File: src/rtl/fifo_wr_arbiter.sv
`default_nettype none
// ============================================================================
// Module   : fifo_wr_arbiter
// Purpose  : Round-robin arbiter that shares a single fifo_8bit write port
//            among NUM_REQ producers. A producer keeps ownership for a burst
//            of up to MAX_BURST accepted beats. Ownership also ends when the
//            producer withdraws its request. The fifo full flag stalls the
//            current owner without ending its burst.
// Ports    : clk          - system clock, rising edge
//            rst          - synchronous active-high reset
//            req          - per-producer write request (bit i = producer i)
//            req_data     - producer data, slice i = [i*DATA_W +: DATA_W]
//            ack          - one-hot per-beat accept (data written this cycle)
//            grant        - registered one-hot owner, zero when idle
//            fifo_full    - full flag from the fifo
//            fifo_wr      - write strobe to the fifo
//            fifo_data_in - write data to the fifo
//            busy         - high while a producer holds the grant
// Revision : 1.0 - initial release
// ============================================================================
module fifo_wr_arbiter #(
    parameter int NUM_REQ   = 4,
    parameter int DATA_W    = 8,
    parameter int MAX_BURST = 4
) (
    input  logic                      clk,
    input  logic                      rst,
    input  logic [NUM_REQ-1:0]        req,
    input  logic [NUM_REQ*DATA_W-1:0] req_data,
    output logic [NUM_REQ-1:0]        ack,
    output logic [NUM_REQ-1:0]        grant,
    input  logic                      fifo_full,
    output logic                      fifo_wr,
    output logic [DATA_W-1:0]         fifo_data_in,
    output logic                      busy
);

    localparam int         c_IDX_W     = $clog2(NUM_REQ);
    localparam logic [7:0] c_LAST_BEAT = 8'(MAX_BURST - 1);

    typedef enum logic [0:0] {
        S_IDLE  = 1'b0,
        S_GRANT = 1'b1
    } state_t;

    // ------------------------------------------------------------------
    // State
    // ------------------------------------------------------------------
    state_t               r_state;
    logic [NUM_REQ-1:0]   r_grant;
    logic [c_IDX_W-1:0]   r_g_idx;
    logic [c_IDX_W-1:0]   r_last_idx;
    logic [7:0]           r_beat_cnt;

    state_t               w_state_nxt;
    logic [NUM_REQ-1:0]   w_grant_nxt;
    logic [c_IDX_W-1:0]   w_g_idx_nxt;
    logic [c_IDX_W-1:0]   w_last_idx_nxt;
    logic [7:0]           w_beat_cnt_nxt;

    logic                 w_own_req;
    logic [DATA_W-1:0]    w_own_data;
    logic                 w_sel_found;
    logic [c_IDX_W-1:0]   w_sel_idx;
    logic                 w_beat;

    // ------------------------------------------------------------------
    // Owner request/data mux, decoded from the registered index so that
    // the fifo sees data that depends only on stable state plus req.
    // ------------------------------------------------------------------
    always_comb begin : p_owner_mux
        w_own_req  = 1'b0;
        w_own_data = '0;
        for (int i = 0; i < NUM_REQ; i++) begin
            if (r_g_idx == c_IDX_W'(i)) begin
                w_own_req  = req[i];
                w_own_data = req_data[i*DATA_W +: DATA_W];
            end
        end
    end

    // ------------------------------------------------------------------
    // Rotating priority search: start one past the last owner and wrap.
    // The inner loop turns the wrapped position into a constant bit
    // select so no variable-width index reaches req.
    // ------------------------------------------------------------------
    always_comb begin : p_rr_select
        int v_pos;
        v_pos       = 0;
        w_sel_found = 1'b0;
        w_sel_idx   = '0;
        for (int k = 1; k <= NUM_REQ; k++) begin
            v_pos = int'(r_last_idx) + k;
            if (v_pos >= NUM_REQ) begin
                v_pos = v_pos - NUM_REQ;
            end
            for (int i = 0; i < NUM_REQ; i++) begin
                if (!w_sel_found && (v_pos == i) && req[i]) begin
                    w_sel_found = 1'b1;
                    w_sel_idx   = c_IDX_W'(i);
                end
            end
        end
    end

    // A beat is an accepted write. It is suppressed while reset is asserted
    // so that a reset landing mid-burst never pushes a stray word.
    assign w_beat = (r_state == S_GRANT) && w_own_req && !fifo_full && !rst;

    // ------------------------------------------------------------------
    // Next-state logic
    // ------------------------------------------------------------------
    always_comb begin : p_next
        w_state_nxt    = r_state;
        w_grant_nxt    = r_grant;
        w_g_idx_nxt    = r_g_idx;
        w_last_idx_nxt = r_last_idx;
        w_beat_cnt_nxt = r_beat_cnt;

        case (r_state)
            S_IDLE: begin
                if (w_sel_found) begin
                    w_state_nxt    = S_GRANT;
                    w_grant_nxt    = NUM_REQ'(1) << w_sel_idx;
                    w_g_idx_nxt    = w_sel_idx;
                    w_beat_cnt_nxt = '0;
                end
            end

            S_GRANT: begin
                // Withdrawal and burst exhaustion both hand the port back;
                // a full fifo only stalls and never releases.
                if (!w_own_req || (w_beat && (r_beat_cnt == c_LAST_BEAT))) begin
                    w_state_nxt    = S_IDLE;
                    w_grant_nxt    = '0;
                    w_last_idx_nxt = r_g_idx;
                    w_beat_cnt_nxt = '0;
                end else if (w_beat) begin
                    w_beat_cnt_nxt = r_beat_cnt + 8'd1;
                end
            end

            default: begin
                w_state_nxt = S_IDLE;
                w_grant_nxt = '0;
            end
        endcase
    end

    // ------------------------------------------------------------------
    // State register
    // ------------------------------------------------------------------
    always_ff @(posedge clk) begin : p_state
        if (rst) begin
            r_state    <= S_IDLE;
            r_grant    <= '0;
            r_g_idx    <= '0;
            r_last_idx <= c_IDX_W'(NUM_REQ - 1);
            r_beat_cnt <= '0;
        end else begin
            r_state    <= w_state_nxt;
            r_grant    <= w_grant_nxt;
            r_g_idx    <= w_g_idx_nxt;
            r_last_idx <= w_last_idx_nxt;
            r_beat_cnt <= w_beat_cnt_nxt;
        end
    end

    // ------------------------------------------------------------------
    // Outputs
    // ------------------------------------------------------------------
    assign grant        = r_grant;
    assign busy         = (r_state == S_GRANT);
    assign fifo_wr      = w_beat;
    assign ack          = w_beat ? r_grant : '0;
    assign fifo_data_in = (r_state == S_GRANT) ? w_own_data : '0;

endmodule
`default_nettype wire

File: config.mk
export PLATFORM = sky130hd
export DESIGN_NAME = fifo_wr_arbiter
export DESIGN_NICKNAME = d
export VERILOG_FILES = /design/src/rtl/fifo_wr_arbiter.sv
export SDC_FILE = /design/constraint.sdc
export NUM_CORES = 1
export LEC_CHECK = 0
export CAP_MARGIN = 15
export CORE_ASPECT_RATIO = 0.6
export CORE_UTILIZATION = 45
export DETAILED_ROUTE_END_ITERATION = 12
export PLACE_DENSITY = 0.84
export SLEW_MARGIN = 20
export SYNTH_ARGS = -nofsm -noshare
export SYNTH_HDL_FRONTEND = slang
export SYNTH_SLANG_ARGS = --single-unit
File: constraint.sdc
create_clock -name clk -period 2.8 [get_ports clk]
set_clock_uncertainty 0.1 [all_clocks]
set_input_delay 0.42 -clock clk [delete_from_list [all_inputs] [get_ports clk]]
set_output_delay 0.42 -clock clk [all_outputs]
set_load 0.02 [all_outputs]
==> results.md, run 1 <==
GRT:
- The wire length of the first global-routing pass is 6600 um.
- Entering global routing, the biggest net connects 22 pins.
- The number of global-route vias before repair is roughly 1400.
- For this run, the total global-route usage over all layers was measured as 0.289.
- The total congestion overflow is 0.
- The number of antenna violations at the first check in global routing is 0.

Synthesis:
- The share of synthesized area in the top cell type comes to 0.272.
- The total nets after synthesis is roughly 190.
- The share of the yosys chip area belonging to registers is 0.272.
- The cell area after synthesis is between 1000 and 1500 sq um.
- Synthesis instantiated 44 different standard cells from the library.
- Yosys attributes the largest share of cell area to sky130_fd_sc_hd__dfxtp_1, sky130_fd_sc_hd__mux4_2, sky130_fd_sc_hd__and2_1.
- The number of enable-type register cells in the synthesized netlist is 0.
- After synthesis, the share of flip-flops with an asynchronous set or reset is 0.
- The leading register cell type out of synthesis is sky130_fd_sc_hd__dfxtp_1.
- The average instance area after synthesis is about 8.6 sq um.
- The gate count of the mapped netlist is between 100 and 150.
- During synthesis, Yosys emitted a total of 0 warnings.
- The synthesized flop and latch total is 17.
- The biggest area contributor in the post-synthesis netlist is sky130_fd_sc_hd__dfxtp_1.

Clock network:
- For this design, the sink count on the clock tree is 17.
- The number of hold buffers added after CTS was 0.
- The CTS tree is done.
- The clock root buffer is sky130_fd_sc_hd__clkbuf_8.
- After clock tree synthesis, the clock-pin slew on the worst setup and hold paths is around 70 ps.
- In this run the number of H-tree levels came out at 1.
- TritonCTS created 3 clock buffers.
- Clock latency on the worst-skew pair, taken at its later pin, is around 250 ps.
- No sink is reached through more buffers than the 2 on the longest clock path.

Setup path:
- The startpoint type of the worst setup path is an input port.
- The kind of critical path is in2out.
- STA classifies the critical path endpoint as an output pin.
- The critical path arrival is approximately 2100 ps.
- The critical path required time is roughly 2300 ps.
- The peak fanout along the critical path is 4.

Layout:
- The post-route core utilization is 0.766.
- The fill cell total of the finished layout is ~200.
- The post-route non-filler standard cell count is 243.
- The number of antenna diodes is 0.
- The layout net count is 252.
- The share of final-layout standard cells stronger than drive strength 1 is 0.156.
- The layout-stage area growth over the synthesis result is 57.7%.

Power and ir drop:
- The peak ir drop on the vdd network is 0.220 mV.
- The static leakage is 0.793 nW.
- In this run the power density over the cells is between 300 and 400 nW/um^2.

Floorplan:
- The die span in x is roughly 70 um.
- The starting density of the core is 0.486.
- Measured along the y axis, the die boundary spans around 43 um.
- The total die area is between 3000 and 4000 sq um.
- The placeable core area is about 2600 sq um.
- The number of cell rows is 14.
- 57 I/O pins were placed.

Hold path:
- The class of the most critical hold timing path is reg2reg.

Run status:
- The run finished with clean final reports.

Timing:
- In this run the tightest slew margin relative to its limit is 0.591.
- The final max-slew violation count was 0.
- The final cycle utilization of the critical path is 0.946.
- The slew of the pin with the lowest slew margin is 608 ps.
- The time the worst path needs with I/O delays and setup is 2650 ps.
- Setup repair after global routing left no endpoint under its margin.
- For this run, the top clock speed supported by timing is approximately 0.38 GHz.
- The number of hold violations in the final report came to 0.
- The final number of setup-violating endpoints is 0.

Route:
- The starting DRC count in detailed routing is between 100 and 150.
- The first-pass iteration count of the detailed router is 4.
- The per-cell via count in the routed design is 5.96.
- Detailed routing inserted a total of 1448 vias.
- The remaining routing DRC violations is 0.
- Summed over all layers, the routed wires come to roughly 4100 um.
- The residual antenna-violating net count after detailed routing is 0.
- The wire length per cell after detailed routing is approximately 17 um.

Place:
- Once detailed placement completed, the half-perimeter wirelength came to approximately 3300 um.
- The number of placed instances, taps included, is about 240.
- Routability-driven placement finished with a final weighted congestion of ~0.95.
- Input and output buffers added on the ports amount to 56.

Run:
- Across the run, the number of max-cap violations was 0.
-- final cells by class --
| cell class | count | area [sq um] | share of cell area |
|---|---|---|---|
| Clock buffer | 3 | 41.3 | 0.0209 |
| Clock inverter | 1 | 7.51 | 0.00380 |
| Inverter | 4 | 15.0 | 0.00761 |
| Multi-Input combinational cell | 119 | 876 | 0.444 |
| Sequential cell | 17 | 340 | 0.172 |
| Tap cell | 32 | 40.0 | 0.0203 |
| Timing Repair Buffer | 67 | 653 | 0.331 |
-- through the flow --
| step | area [sq um] | total power [W] | setup TNS (ps) | setup slack, ps | hold WS [ps] |
|---|---|---|---|---|---|
| floorplan | 1250 | 0.000419 | 0 | 574 | 367 |
| global placement | 1900 | 0.000545 | 0 | 15.8 | 383 |
| detailed placement | 1900 | 0.000556 | -1030 | -181 | 390 |
| CTS | 1950 | 0.000744 | 0 | 1.90 | 399 |
| global route | 1970 | 0.000775 | 0 | 95.7 | 432 |
| finish | 1970 | 0.000745 | 0 | 151 | 398 |
-- Yosys cell counts, types with 3 or more instances --
cell / count
sky130_fd_sc_hd__nand2_1: 6
sky130_fd_sc_hd__a21oi_1: 7
sky130_fd_sc_hd__nor2_1: 15
sky130_fd_sc_hd__o31ai_1: 5
sky130_fd_sc_hd__nand2b_1: 4
sky130_fd_sc_hd__inv_1: 4
sky130_fd_sc_hd__nor2b_1: 5
sky130_fd_sc_hd__nor3_1: 4
sky130_fd_sc_hd__o21ai_0: 10
sky130_fd_sc_hd__nand3_1: 6
sky130_fd_sc_hd__mux4_2: 8
sky130_fd_sc_hd__and2_1: 13
sky130_fd_sc_hd__dfxtp_1: 17
sky130_fd_sc_hd__clkbuf_1: 3
-- repair_timing --
| action | in CTS | in global routing |
|---|---|---|
| pin swaps | 0 | 1 |
| setup buffers | 0 | 1 |
| resized for setup | 1 | 5 |
| setup endpoints to repair | 5 | 7 |
-- state kept, by name, indices dropped and copies added (netlist names) --
signal / flops
r_beat_cnt: 8
grant: 4
r_g_idx: 2
r_last_idx: 2
busy: 1
-- cells in the final DEF, fill, tap and decap left out, types with 5 or more instances in the layout --
cell                              Yosys  final
sky130_fd_sc_hd__clkdlybuf4s50_1      0     52
sky130_fd_sc_hd__dfxtp_1             17     17
sky130_fd_sc_hd__nor2_1              15     15
sky130_fd_sc_hd__and2_1              13     13
sky130_fd_sc_hd__buf_4                0     11
sky130_fd_sc_hd__o21ai_0             10     10
sky130_fd_sc_hd__mux4_2               8      8
sky130_fd_sc_hd__a21oi_1              7      7
sky130_fd_sc_hd__nand3_1              6      6
sky130_fd_sc_hd__nand2_1              6      6
sky130_fd_sc_hd__nor2b_1              5      5
sky130_fd_sc_hd__o31ai_1              5      5
-- final timing paths --
| check | depth (start not counted) | slack (ps) | from | end |
|---|---|---|---|---|
| worst min-delay path | 2 | 400 | grant[2] | grant[2] |
| worst max register to register | 5 | 590 | busy | r_beat_cnt[5] |
| worst max-delay path | 4 | 150 | rst | fifo_wr |
| worst min register to register | 2 | 400 | grant[2] | grant[2] |
-- kinds of logic (layout without fill, tap and decap cells) --
| kind of cell | Yosys count | in the layout | synth area share |
|---|---|---|---|
| AO/OA/AOI/OAI | 39 | 39 | 0.207 |
| XOR/XNOR | 1 | 1 | 0.00700 |
| adder cells (fa/ha/maj) | 1 | 1 | 0.0100 |
| buffers and inverters | 10 | 75 | 0.0370 |
| flip-flops | 17 | 17 | 0.272 |
| multiplexers | 11 | 11 | 0.170 |
| AND/OR/NAND/NOR | 67 | 67 | 0.297 |
-- where the power goes --
group | total, W | leakage (nW) | internal, W | switching (W)
sequential | 0.000271 | 0.139 | 0.000256 | 0.0000154
clock | 0.000188 | 0.0217 | 0.000100 | 0.0000875
combinational | 0.000286 | 0.633 | 0.000158 | 0.000128
-- worst max-delay path: stages --
cell                              delay [ps]
sky130_fd_sc_hd__clkdlybuf4s50_1         430
sky130_fd_sc_hd__or2_2                   330
sky130_fd_sc_hd__nor3_2                  280
sky130_fd_sc_hd__clkdlybuf4s50_1         660
-- routing by layer --
metal | GRT usage | part of all wire | wire [um]
met1 | 0.370 | 0.44 | 1830
met2 | 0.488 | 0.46 | 1890
met3 | 0.0618 | 0.077 | 319
met4 | 0.0960 | 0.022 | 91
met5 | 0 | 0 | 0
No activity file was read; power rests on OpenSTA's default activity.
==> run 2, diff against run 1 <==
- CORE_MARGIN: default -> 1.5
==> run 2 against run 1 <==
Die area grew 3.8%. Final cell count grew 0.82%. Wire length grew 0.56%. Sequential share of layout area shrank 0.12 points. Register-to-register slack gained 200 ps. Worst setup slack lost 68 ps. Non-clock buffer count grew 2. Critical endpoint is now fifo_data_in[0].
==> results.md, run 2 (synthesis gave the netlist of run 1 again) <==
Place:
- After legalization and detailed placement, the total HPWL measured between 3000 and 4000 um.
- In this run the cell area measured after placement is between 1500 and 2000 sq um.
- The routability congestion estimate from global placement is roughly 0.81.
- The number of I/O port buffers is 56.

Layout:
- The area of all placed cells without fillers is between 1500 and 2000 sq um.
- At the end of the flow the core is filled with cells to 0.772.
- After filler insertion, the fill cell instance count of the layout stands at roughly 180.
- Of the cells placed in the final design, the portion with a size suffix greater than 1 is 0.155.
- The layout-stage area growth over the synthesis result is 58.8%.
- The register with the most flip-flops is r_beat_cnt.
- The flip-flop and latch area is 340 sq um.
- The area occupied by multi-input gates is 865 sq um.
- The number of antenna diodes is 0.
- The layout net count is between 200 and 300.
- The library cell used most frequently in the layout, excluding fill and tap cells, is sky130_fd_sc_hd__clkdlybuf4s50_1.
- The register with the most flip-flops in the layout has 8 of them.
- In the layout the commonest cells are sky130_fd_sc_hd__clkdlybuf4s50_1, sky130_fd_sc_hd__dfxtp_1, sky130_fd_sc_hd__nor2_1.

Route:
- The first TritonRoute pass finished after 4 iterations.
- The wire length after detailed routing is 4150 um.
- The residual antenna-violating net count after detailed routing is 0.
- The starting DRC count in detailed routing is between 100 and 150.
- The number of vias in the routed layout is between 1000 and 1500.
- The remaining routing DRC violations is 0.
- After detailed routing, the average wire length per cell comes to approximately 17 um.
- The per-cell via count in the routed design is about 5.8.

Power and ir drop:
- The peak ir drop on the vdd network is 0.323 mV.
- For this design the ratio of total power to cell area is ~380 nW/um^2.
- The internal portion of total power is 0.000520 W.
- Of the total power, registers draw 0.362.
- The share of total power dissipated in combinational logic is 0.386.
- The static leakage is about 0.8 nW.
- In this run the power spent charging and discharging nets is roughly 0.00023 W.
- The fraction of power spent switching nets is 0.307.
- The fraction of power consumed by the clock network is 0.251.

Floorplan:
- The total die area is approximately 3100 sq um.
- The initial utilization of the core area, before any placement, comes to 0.486.
- The placeable core area is ~2600 sq um.
- For this design the top-level I/O count stands at 57.
- The number of cell rows is 14.
- The die is roughly 44 um tall.
- The floorplan step set the die width to just over 70 um.

Clock network:
- In this run the post-CTS setup repair buffer count came out at 0.
- Buffers inserted to repair hold after CTS numbered 0.
- The H-tree level count is 1.
- Clock-pin slew was measured on the worst setup and hold paths at approximately 70 ps.
- The deepest clock path buffer count is 2.
- In this run the clock root is driven by a sky130_fd_sc_hd__clkbuf_8.
- The post-cts sizing count is 0.
- At the later pin of the worst-skew pair, clock insertion delay measures 250 ps.
- Clock tree synthesis inserted a total of 3 buffers.
- Clock tree synthesis found a total of 17 sinks.
- TritonCTS built the clock tree.

GRT:
- Entering global routing, the biggest net connects 22 pins.
- The number of global-route vias before repair is approximately 1300.
- Across every metal layer, demand over resource in global routing totals 0.275.
- The wire length of the first global-routing pass is 6490 um.
- The number of antenna violations at the first check in global routing is 0.
- The total congestion overflow is 0.

Timing:
- For this run, the top clock speed supported by timing is roughly 0.37 GHz.
- The number of hold violations in the final report came to 0.
- The final max-slew violation count is 0.
- Setup violations remaining at the end of the flow were counted as 0.
- In this run the tightest slew margin relative to its limit is 0.573.
- The worst path in the final design needs a cycle of ~2700 ps, including I/O delays and setup.
- The final cycle utilization of the critical path is 0.970.
- The slew of the pin with the lowest slew margin is around 630 ps.
- Setup repair after global routing left no endpoint under its margin.
- The final total negative setup slack is 0 ps.

Run status:
- The flow ran to the end, and the final reports show no timing, DRC or antenna violations.

Run:
- Across the run, the number of max-cap violations was 0.

Setup path:
- The startpoint type of the worst setup path is a flop.
- The kind of end point of the critical path is an output pin.
- The critical path arrival is ~2200 ps.
- The peak fanout along the critical path is 9.
- By startpoint and endpoint, the worst setup path is classified as reg2out.
- STA puts the critical path data required time at about 2300 ps.

Hold path:
- The min-delay analysis places its worst path in the category reg2reg.
==> run 2: worst max-delay path: stages, from the launching register on <==
cell	delay [ps]
sky130_fd_sc_hd__dfxtp_1	540
sky130_fd_sc_hd__buf_12	190
sky130_fd_sc_hd__mux4_2	510
sky130_fd_sc_hd__and2_1	170
sky130_fd_sc_hd__clkdlybuf4s50_1	530
==> run 2: path summary, 6_finish.rpt <==
kind	to	slack, ps	depth (start not counted)	startpoint
worst max register to register	r_beat_cnt[4]	790	7	r_g_idx[0]
worst max-delay path	fifo_data_in[0]	80	4	r_g_idx[0]
worst min register to register	grant[3]	400	2	grant[3]
worst min-delay path	grant[3]	400	2	grant[3]
==> run 2: layer usage <==
| layer | GRT usage | wire length, um | vias to the layer above |
|---|---|---|---|
| li1 | - | - | 679 |
| met2 | 0.452 | 2000 | 65 |
| met5 | 0 | 0 | - |
| met3 | 0.0488 | 306 | 4 |
| met1 | 0.384 | 1810 | 665 |
| met4 | 0.0642 | 36 | 0 |
==> run 2: final cells by class <==
cell class	count	area share
multi-input combinational	119	0.435
timing repair buffer	69	0.343
sequential	17	0.171
clock buffer	3	0.0208
tap	32	0.0202
inverter	4	0.00756
clock inverter	1	0.00252
==> run 2: metrics by stage <==
| step | instances | hold WS [ps] | setup slack (ps) | total power (W) |
|---|---|---|---|---|
| floorplan | 146 | 367 | 574 | 0.000419 |
| global placement | 241 | 382 | 96.4 | 0.000554 |
| detailed placement | 241 | 396 | 61.6 | 0.000564 |
| CTS | 245 | 405 | 51.5 | 0.000753 |
| global route | 245 | 412 | 29.5 | 0.000780 |
| finish | 245 | 401 | 82.9 | 0.000750 |
==> run 2: power groups by stage <==
stage	registers [W]	clock network (W)	logic [W]
6_report	0.000272	0.000189	0.000290
3_3_place_gp	0.000276	0	0.000279
5_1_grt	0.000274	0.000199	0.000307
4_1_cts	0.000272	0.000193	0.000289
3_5_place_dp	0.000277	0	0.000288
2_1_floorplan	0.000279	0	0.000140
==> run 3, diff against run 2 <==
- CORE_MARGIN: 1.5 -> 2
- CORE_UTILIZATION: 45 -> 46
- CTS_BUF_LIST: default -> sky130_fd_sc_hd__clkbuf_4
- PLACE_DENSITY: 0.84 -> 0.86
==> run 3 against run 2 <==
Via count increased by 1.6%. Critical path type is now in2out. Design area decreased by 1.4%. Count of clock-buffer cells in the layout increased by 1. Power decreased by 7.2%. Clock power decreased by 24%. Worst setup slack improved by 59 ps.
==> results.md, run 3 (synthesis gave the netlist of run 1 again) <==
Hold path:
- The class of the most critical hold timing path is reg2reg.

Timing:
- The final number of setup-violating endpoints is 0.
- The slew of the pin with the lowest slew margin is 552 ps.
- The final worst setup slack is 142 ps.
- The final total negative setup slack is 0 ps.
- The number of hold violations in the final report is 0.
- The time the worst path needs with I/O delays and setup is around 2700 ps.
- The post-route worst hold slack is about 410 ps.
- The final cycle utilization of the critical path is 0.949.
- Headroom to the max-slew limit came out at 0.630.
- Setup repair after global routing left no endpoint under its margin.
- The final max-slew violation count is 0.
- The peak clock frequency supported by timing is between 0.3 and 0.4 GHz.

Setup path:
- The worst setup path is captured at an output pin.
- STA puts the critical path data required time at about 2300 ps.
- The critical path arrival is 2140 ps.
- STA classifies the critical path startpoint as an input port.
- Of all nets on the critical path, the largest fanout is 5.
- The kind of critical path is in2out.

Route:
- Using the TritonRoute via totals, the vias-per-cell ratio works out to a little under 6.
- In this run the remaining antenna-violating nets after routing total 0.
- The number of vias in the routed layout is approximately 1400.
- The remaining routing DRC violations is 0.
- The wire length per cell after detailed routing is approximately 16 um.
- The wire length after detailed routing is about 4000 um.
- The first detailed-routing pass took 5 iterations.
- The starting DRC count in detailed routing is about 150.

Layout:
- In the layout the commonest cells are sky130_fd_sc_hd__clkdlybuf4s50_1, sky130_fd_sc_hd__dfxtp_1, sky130_fd_sc_hd__nor2_1.
- The commonest non-fill, non-tap cell in the layout is sky130_fd_sc_hd__clkdlybuf4s50_1.
- Relative to the synthesized area, the layout overhead comes to 56.5%.
- In the final layout, the share of cells above drive strength 1 is 0.155.
- The layout net count is roughly 250.
- The flip-flop count of the largest register after layout is 8.
- The register with the most flip-flops is r_beat_cnt.
- The repair_antennas step left the layout with diodes totalling 0.

Place:
- The count of buffers added on input and output ports is between 50 and 60.
- Routability-driven placement finished with a final weighted congestion of between 0.8 and 0.9.
- Timing analysis after detailed placement gives a worst setup slack of between 30 and 40 ps.
- The HPWL after detailed placement is roughly 3200 um.

Floorplan:
- The die is around 44 um tall.
- The number of cell rows is 14.
- From left edge to right edge, the die measures roughly 70 um.
- The initial utilization of the core area, before any placement, comes to 0.493.
- The total die area is 3170 sq um.
- The placeable core area is approximately 2500 sq um.
- In this run the count of I/O pins placed on the die edge is 57.

Run:
- The tool flagged a number of max-cap violations equal to 0.

GRT:
- After global routing the overflow that remains totals 0.
- The pin count of the biggest net entering global routing is 22.
- The first global-routing pass estimated ~6500 um of wire.
- The number of antenna violations at the first check in global routing is 0.
- Across every metal layer, demand over resource in global routing totals 0.274.
- The number of global-route vias before repair is about 1300.

Clock network:
- In this run the number of H-tree levels came out at 1.
- CTS placed an instance of sky130_fd_sc_hd__clkbuf_4 at the clock tree root.
- Once the clock tree was built, the resizer swapped 0 gates to a different size.
- The clock latency reported for the late side of the worst-skew pair is slightly below 300 ps.
- Buffers inserted to repair hold after CTS numbered 0.
- The CTS tree is done.
- After clock tree synthesis, the setup repair step added 0 buffers.
- The deepest clock path buffer count is 2.
- After clock tree synthesis, the clock-pin slew on the worst setup and hold paths is approximately 100 ps.
- The tree built by TritonCTS fans out to 17 sinks.
- TritonCTS created 3 clock buffers.

Power and ir drop:
- Overall power consumption after layout is estimated at 0.000696 W.
- The worst-case IR drop observed on VDD is between 0.2 and 0.25 mV.
- In this run the static leakage power is around 0.8 nW.
- The power density of the placed cells is around 360 nW/um^2.

Run status:
- The flow ran to the end, and the final reports show no timing, DRC or antenna violations.
==> run 3: cell types whose count changed in the layout (fill, tap and decap cells not counted) <==
| cell | change |
|---|---|
| sky130_fd_sc_hd__buf_12 | -1 |
| sky130_fd_sc_hd__buf_4 | +1 |
| sky130_fd_sc_hd__clkbuf_4 | +4 |
| sky130_fd_sc_hd__clkbuf_8 | -3 |
| sky130_fd_sc_hd__clkinv_2 | -1 |
==> run 3: stage by stage <==
step | util | cells | instance area (sq um)
2_1_floorplan | - | 146 | 1250
3_3_place_gp | 0.755 | 241 | 1920
3_5_place_dp | 0.755 | 241 | 1920
4_1_cts | 0.767 | 245 | 1950
5_1_grt | 0.771 | 245 | 1960
6_report | 0.771 | 245 | 1960
==> run 3: worst max-delay path, stage by stage <==
cell and delay (ps):
sky130_fd_sc_hd__clkdlybuf4s50_1 490, sky130_fd_sc_hd__mux2_2 190, sky130_fd_sc_hd__mux2i_1 90, sky130_fd_sc_hd__nor3_1 200, sky130_fd_sc_hd__buf_4 160, sky130_fd_sc_hd__clkdlybuf4s50_1 590
==> run 3: power by group <==
part           switching, W  internal [W]  total [W]
clock network     0.0000786     0.0000652   0.000144
logic              0.000125      0.000159   0.000284
registers         0.0000124      0.000255   0.000268
==> run 3: routing by layer <==
metal  part of all wire  up-vias  GRT usage
met5                  0        -          0
met4              0.024        0      0.132
met3              0.085       12     0.0752
met2               0.45       80      0.413
met1               0.44      663      0.370
li1                   -      680          -
==> run 3: final cells by class <==
cell class	instances	area, sq um
multi-input cells	119	865
inverters	4	15.0
well taps	32	40.0
flip-flops and latches	17	340
clock buffers	4	30.0
repair buffers	69	668
fillers	181	582
==> run 3: path summary, 6_finish.rpt <==
check	start	endpoint	slack, ps	cells past startpoint
max	req[1]	fifo_wr	140	6
min	grant[2]	grant[2]	410	2
max reg2reg	r_g_idx[1]	grant[3]	850	7
min reg2reg	grant[2]	grant[2]	410	2
